<file path="config.mk">
export PLATFORM = sky130hd
export DESIGN_NAME = ram_tp_be_32x64_ctrl
export DESIGN_NICKNAME = d
export VERILOG_FILES = /design/src/rtl/ram_tp_be_32x64_ctrl.sv
export SDC_FILE = /design/constraint.sdc
export NUM_CORES = 1
export LEC_CHECK = 0
export BUFFER_PORTS_ARGS = -buffer_cell sky130_fd_sc_hd__buf_2
export CAP_MARGIN = 20
export CORE_AREA = 2 2 217 219
export DETAILED_ROUTE_END_ITERATION = 12
export DIE_AREA = 0 0 219 221
export PLACE_DENSITY_LB_ADDON = 0.15
export SLEW_MARGIN = 20
export SYNTH_ARGS = -nofsm -noshare
export SYNTH_HDL_FRONTEND = slang
export SYNTH_SLANG_ARGS = --single-unit
</file>
<file path="constraint.sdc">
create_clock -name clk -period 2.7 [get_ports clk]
set_input_delay 0.135 -clock clk [delete_from_list [all_inputs] [get_ports clk]]
set_output_delay 0.135 -clock clk [all_outputs]
set_load 0.02 [all_outputs]
</file>
<file path="src/rtl/ram_tp_be_32x64_ctrl.sv">
// rtl/ram_tp_be_32x64_ctrl.sv - write arbiter and wrapping read-burst sequencer for the 32x64 byte-enable line buffer
//
// Two write requesters share the RAM write port under round-robin arbitration
// with a req/ack handshake. The read port is driven by a burst engine that
// issues len consecutive row addresses (wrapping at the top of the RAM) and
// returns the rows with a valid strobe and an end-of-burst pulse.
//
// Ports:
//   clk, rstn                 clock, synchronous active-low reset
//   wr0_req_i/adr/ena/dat     requester 0 write request (held until ack)
//   wr0_ack_o                 requester 0 write issued this cycle
//   wr1_*                     same for requester 1
//   rd_start_i/base/len       burst start pulse, first row, row count (1..32)
//   rd_busy_o                 burst in progress
//   rd_val_o/rd_dat_o         read data strobe and data
//   rd_done_o                 pulse with the last valid row
//   ram_wr_ena/adr/dat_o      RAM write port (bit enables, high active)
//   ram_rd_ena/adr_o          RAM read port
//   ram_rd_dat_i              RAM read data, one cycle after ram_rd_ena_o

module ram_tp_be_32x64_ctrl #(
  parameter int ADR_WD = 5,
  parameter int DAT_WD = 64,
  parameter int LEN_WD = 6
) (
  input  logic              clk,
  input  logic              rstn,
  input  logic              wr0_req_i,
  input  logic [ADR_WD-1:0] wr0_adr_i,
  input  logic [DAT_WD-1:0] wr0_ena_i,
  input  logic [DAT_WD-1:0] wr0_dat_i,
  output logic              wr0_ack_o,
  input  logic              wr1_req_i,
  input  logic [ADR_WD-1:0] wr1_adr_i,
  input  logic [DAT_WD-1:0] wr1_ena_i,
  input  logic [DAT_WD-1:0] wr1_dat_i,
  output logic              wr1_ack_o,
  input  logic              rd_start_i,
  input  logic [ADR_WD-1:0] rd_base_i,
  input  logic [LEN_WD-1:0] rd_len_i,
  output logic              rd_busy_o,
  output logic              rd_val_o,
  output logic [DAT_WD-1:0] rd_dat_o,
  output logic              rd_done_o,
  output logic [DAT_WD-1:0] ram_wr_ena_o,
  output logic [ADR_WD-1:0] ram_wr_adr_o,
  output logic [DAT_WD-1:0] ram_wr_dat_o,
  output logic              ram_rd_ena_o,
  output logic [ADR_WD-1:0] ram_rd_adr_o,
  input  logic [DAT_WD-1:0] ram_rd_dat_i
);

  localparam logic [LEN_WD-1:0] MAX_LEN = LEN_WD'(2 ** ADR_WD);

  // ---------------------------------------------------------------------------
  // Write arbiter
  // ---------------------------------------------------------------------------
  logic last_gnt;   // 1: requester 1 was granted most recently
  logic elig0, elig1;
  logic gnt0, gnt1;

  always_comb begin
    // A requester in its own ack cycle still shows req high from the old
    // transaction; masking it avoids a duplicate write.
    elig0 = wr0_req_i & ~wr0_ack_o;
    elig1 = wr1_req_i & ~wr1_ack_o;
    gnt0  = elig0 & (~elig1 | last_gnt);
    gnt1  = elig1 & (~elig0 | ~last_gnt);
  end

  always_ff @(posedge clk) begin
    if (!rstn) begin
      last_gnt     <= 1'b1;
      wr0_ack_o    <= 1'b0;
      wr1_ack_o    <= 1'b0;
      ram_wr_ena_o <= '0;
      ram_wr_adr_o <= '0;
      ram_wr_dat_o <= '0;
    end else begin
      wr0_ack_o <= gnt0;
      wr1_ack_o <= gnt1;
      if (gnt0) begin
        last_gnt     <= 1'b0;
        ram_wr_ena_o <= wr0_ena_i;
        ram_wr_adr_o <= wr0_adr_i;
        ram_wr_dat_o <= wr0_dat_i;
      end else if (gnt1) begin
        last_gnt     <= 1'b1;
        ram_wr_ena_o <= wr1_ena_i;
        ram_wr_adr_o <= wr1_adr_i;
        ram_wr_dat_o <= wr1_dat_i;
      end else begin
        // Idle: no write; address and data keep their last values.
        ram_wr_ena_o <= '0;
      end
    end
  end

  // ---------------------------------------------------------------------------
  // Read burst FSM
  // ---------------------------------------------------------------------------
  typedef enum logic [1:0] {
    ST_IDLE  = 2'd0,
    ST_RUN   = 2'd1,
    ST_DRAIN = 2'd2
  } rd_state_t;

  rd_state_t         state, state_nxt;
  logic [LEN_WD-1:0] rem, rem_nxt;   // rows still to issue after the current one
  logic [ADR_WD-1:0] adr_nxt;
  logic              ena_nxt;
  logic              done_nxt;
  logic              len_ok;

  assign len_ok    = (rd_len_i != '0) && (rd_len_i <= MAX_LEN);
  assign rd_busy_o = (state != ST_IDLE);
  assign rd_dat_o  = ram_rd_dat_i;

  always_comb begin
    state_nxt = state;
    rem_nxt   = rem;
    adr_nxt   = ram_rd_adr_o;
    ena_nxt   = 1'b0;
    done_nxt  = 1'b0;
    case (state)
      ST_IDLE: begin
        if (rd_start_i && len_ok) begin
          state_nxt = ST_RUN;
          adr_nxt   = rd_base_i;
          rem_nxt   = rd_len_i - LEN_WD'(1);
          ena_nxt   = 1'b1;
        end
      end
      ST_RUN: begin
        if (rem == '0) begin
          // Last row issued this cycle; its data returns during DRAIN.
          state_nxt = ST_DRAIN;
          done_nxt  = 1'b1;
        end else begin
          // Natural ADR_WD-bit overflow gives the 31 -> 0 wrap.
          adr_nxt = ram_rd_adr_o + ADR_WD'(1);
          rem_nxt = rem - LEN_WD'(1);
          ena_nxt = 1'b1;
        end
      end
      ST_DRAIN: begin
        state_nxt = ST_IDLE;
      end
      default: begin
        state_nxt = ST_IDLE;
      end
    endcase
  end

  always_ff @(posedge clk) begin
    if (!rstn) begin
      state        <= ST_IDLE;
      rem          <= '0;
      ram_rd_ena_o <= 1'b0;
      ram_rd_adr_o <= '0;
      rd_val_o     <= 1'b0;
      rd_done_o    <= 1'b0;
    end else begin
      state        <= state_nxt;
      rem          <= rem_nxt;
      ram_rd_ena_o <= ena_nxt;
      ram_rd_adr_o <= adr_nxt;
      rd_val_o     <= ram_rd_ena_o;
      rd_done_o    <= done_nxt;
    end
  end

endmodule

</file>
==> flow_metrics.tcl <==
set metrics [dict create \
    status "completed" \
    worstSetupStartpointType "flop" \
    cp.arrival_ps 2730 \
    vias_per_cell 3.75 \
    synth-xor-area-share 0 \
    vias 6831 \
    cts_tree "built" \
    remaining_drc_errors 0 \
    cts_sinks 152 \
    fp.dieArea_um2 48400 \
    cp_slowest_stage_delay_ps 580 \
    finalClockSkew_ps 13.2 \
    grt_pass1_vias 6959 \
    wl_per_cell_um 15.2 \
    fill_cells 5044 \
    worstPathRequired_ps 3080 \
    power_frac_comb 0.246 \
    netlist_area_um2 6330 \
    antenna_left 0 \
    cp_slowest_cell "dlygate4sd3_1" \
    clk_pin_slew_ps 60 \
    cts_hold_buf 222 \
    routed-wl-met3_um 3020 \
    final_common_cell "buf_2" \
    register_area_um2 3040 \
    max_clock_freq_ghz 0.425 \
    synth-compound-area-share 0.209 \
    h-tree-depth 4 \
    finalHoldViolCount 0 \
    worstSkewPairLatency_ps 470 \
    setup_viol 0 \
    cp_cell_sequence "nand2b_1 -> nor2_1 -> nor2_4 -> buf_12 -> mux2i_1 -> dlygate4sd3_1 -> a211oi_1" \
    grt_use_total 0.115 \
    clkPwrFrac 0.368 \
    slew_headroom 0.650 \
    synth_seq_area_share 0.481 \
    path_class "flop to flop" \
    period_needed_ps 2350 \
    tightest_slew_ps 525 \
    io_pins 554 \
    p_switching_uw 1930 \
    synthAdderAreaFrac 0.00396 \
    grt-ovfl-total 0 \
    die_h_um 221 \
    io_buffers 425 \
    rsz0062_at_grt "false" \
    synthSimpleGateAreaFrac 0.0848 \
    end_kind "flop" \
    postCtsSetupRepairBufs 0 \
    top_layer "met4" \
    synth_seq_cells 152 \
    postSynthNetCount 980 \
    crit_fanout 60 \
    layout_setup_ws_ps 348 \
    synth-warning-count 0 \
    hold_class "primary input to flop" \
    internal-power_uw 4610 \
    firstDrtPassIters 4 \
    met2WireLength_um 13700 \
    area_delta_synth_final_pct 82.5 \
    mostFrequentLayoutCells "buf_2, dlygate4sd3_1, dfxtp_1" \
    multi_input_area_um2 2650 \
    period_share 0.871 \
    grt_pass1_wl_um 40700 \
    die-width_um 219 \
    initial_core_util 0.137 \
    maxCapViolations 0 \
    seqPwrFrac 0.387 \
    met1Wirelength_um 10400 \
    synthMuxAreaShare 0.114 \
    core.rowCount 79 \
    synth_cells 632 \
    clockBufferDepth 2 \
    synthDistinctLibCells 39 \
    routabilityCongestion 0.733 \
    p_leak_uw 0.00555 \
    netSwitchingFraction 0.295 \
    ctsRootBufferMaster "clkbuf_16" \
    cts-buffers-inserted 17 \
    fin_nets 1547 \
    pre_cts_slack_ps 596 \
    synth_top_family_by_area "compound AO/OA/AOI/OAI gates" \
    drtIter0Drc 168 \
    avgSynthCellArea_um2 10.0 \
    irDropWorstVdd_mv 0.278 \
    cts_resized 0 \
    drv_slew 0 \
    tns_ps 0 \
    drive_gt1_frac 0.394 \
    grt_max_degree 74 \
    dpl.hpwl_um 20600 \
    core-area_um2 46100 \
    antenna_found_initial 5 \
    wl_um 27600 \
    pwr_density_cell_nw_per_um2 567 \
]
## power groups by stage
stage / logic [uW] / clock network, uW / registers [uW]
floorplan: 609 / 0 / 2810
global placement: 1330 / 0 / 2580
detailed placement: 1320 / 0 / 2580
CTS: 1640 / 2550 / 2530
global route: 1750 / 2610 / 2560
finish: 1610 / 2410 / 2530
## logic make-up (layout without fill, tap and decap cells)
logic type / after synthesis / in the layout
AOI/OAI and AO/OA: 167 / 167
and+or+nand+nor: 124 / 124
other: 0 / 1
muxes: 72 / 72
adders and majority gates: 2 / 2
DFF: 152 / 152
buffers and inverters: 115 / 695
## worst max-delay path: cells and delay by family, from the launching register on
kind                   cells  cell delay (ps)
buffers and inverters      2              910
DFF                        1              310
and+or+nand+nor            3              530
muxes                      1              130
AOI/OAI and AO/OA          1              240
## sequential cells by signal (all words and copies together) (netlist names)
| signal | count |
|---|---|
| ram_wr_ena_o | 64 |
| ram_rd_ena_o | 1 |
| wr1_ack_o | 1 |
| ram_wr_dat_o | 64 |
| rd_val_o | 1 |
| ram_rd_adr_o | 5 |
| rd_done_o | 1 |
| wr0_ack_o | 1 |
| state | 2 |
| rem | 6 |
| ram_wr_adr_o | 5 |
| last_gnt | 1 |
## layer usage
| layer | GRT usage | up-vias |
|---|---|---|
| met4 | 0.0445 | 0 |
| met3 | 0.0606 | 29 |
| met2 | 0.198 | 331 |
| li1 | - | 3390 |
| met5 | 0 | - |
| met1 | 0.116 | 3081 |
## cells in the mapped netlist
| library cell | n | area, um2 |
|---|---|---|
| o21a_4 | 1 | 15.0 |
| o311ai_1 | 1 | 8.76 |
| nor4b_1 | 1 | 8.76 |
| and2_1 | 3 | 18.8 |
| nand3b_1 | 2 | 15.0 |
| o22ai_1 | 1 | 6.26 |
| o211ai_1 | 1 | 7.51 |
| a221o_1 | 1 | 10.0 |
| nand3_1 | 3 | 15.0 |
| buf_1 | 4 | 15.0 |
| and3_1 | 2 | 12.5 |
| o21ba_2 | 1 | 10.0 |
| nand4_1 | 1 | 6.26 |
| a22o_1 | 64 | 561 |
| a211oi_1 | 70 | 526 |
| o311ai_0 | 2 | 17.5 |
| buf_4 | 64 | 480 |
| nand2_1 | 17 | 63.8 |
| o22a_4 | 1 | 17.5 |
| or4_4 | 1 | 11.3 |
| ha_1 | 2 | 25.0 |
| a311oi_1 | 3 | 26.3 |
| dfxtp_1 | 152 | 3040 |
| nand2b_1 | 3 | 18.8 |
| nor3_1 | 5 | 25.0 |
| o31ai_1 | 4 | 30.0 |
| or3_1 | 1 | 6.26 |
| inv_1 | 3 | 11.3 |
| a211o_1 | 1 | 8.76 |
| a21oi_1 | 8 | 40.0 |
| or4_1 | 1 | 7.51 |
| nor4_1 | 3 | 18.8 |
| buf_2 | 3 | 15.0 |
| nor2b_1 | 2 | 12.5 |
| o21ai_0 | 7 | 35.0 |
| nor2_1 | 79 | 297 |
| a31oi_1 | 1 | 6.26 |
| mux2i_1 | 72 | 721 |
| clkbuf_1 | 41 | 154 |
## final cells by class
class                      count  area share
tap                          607      0.0658
timing repair buffer         660       0.391
inverter                       3     0.00108
clock buffer                  20      0.0387
clock inverter                12      0.0111
antenna                        1    0.000217
multi-input combinational    365       0.229
sequential                   152       0.264
## path summary, 6_finish.rpt
path         cells past startpoint  slack (ps)           from                to
max                              7         350      wr1_ack_o  ram_wr_dat_o[18]
min                              3          50  wr0_dat_i[26]  ram_wr_dat_o[26]
max reg2reg                      7         350      wr1_ack_o  ram_wr_dat_o[18]
min reg2reg                      2         450         rem[5]            rem[5]
## per-stage QoR
step | util | area (um2) | hold slack, ps | total power [uW] | instances
after global placement | 0.190 | 8750 | 270 | 3910 | 1565
after detailed placement | 0.190 | 8750 | 270 | 3900 | 1565
after floorplan | - | 6330 | 257 | 3420 | 632
after global routing | 0.251 | 11500 | 36.1 | 6920 | 1819
final | 0.251 | 11500 | 52.3 | 6550 | 1820
after CTS | 0.251 | 11500 | 0.551 | 6720 | 1819
(Power assumes the default switching activity.)
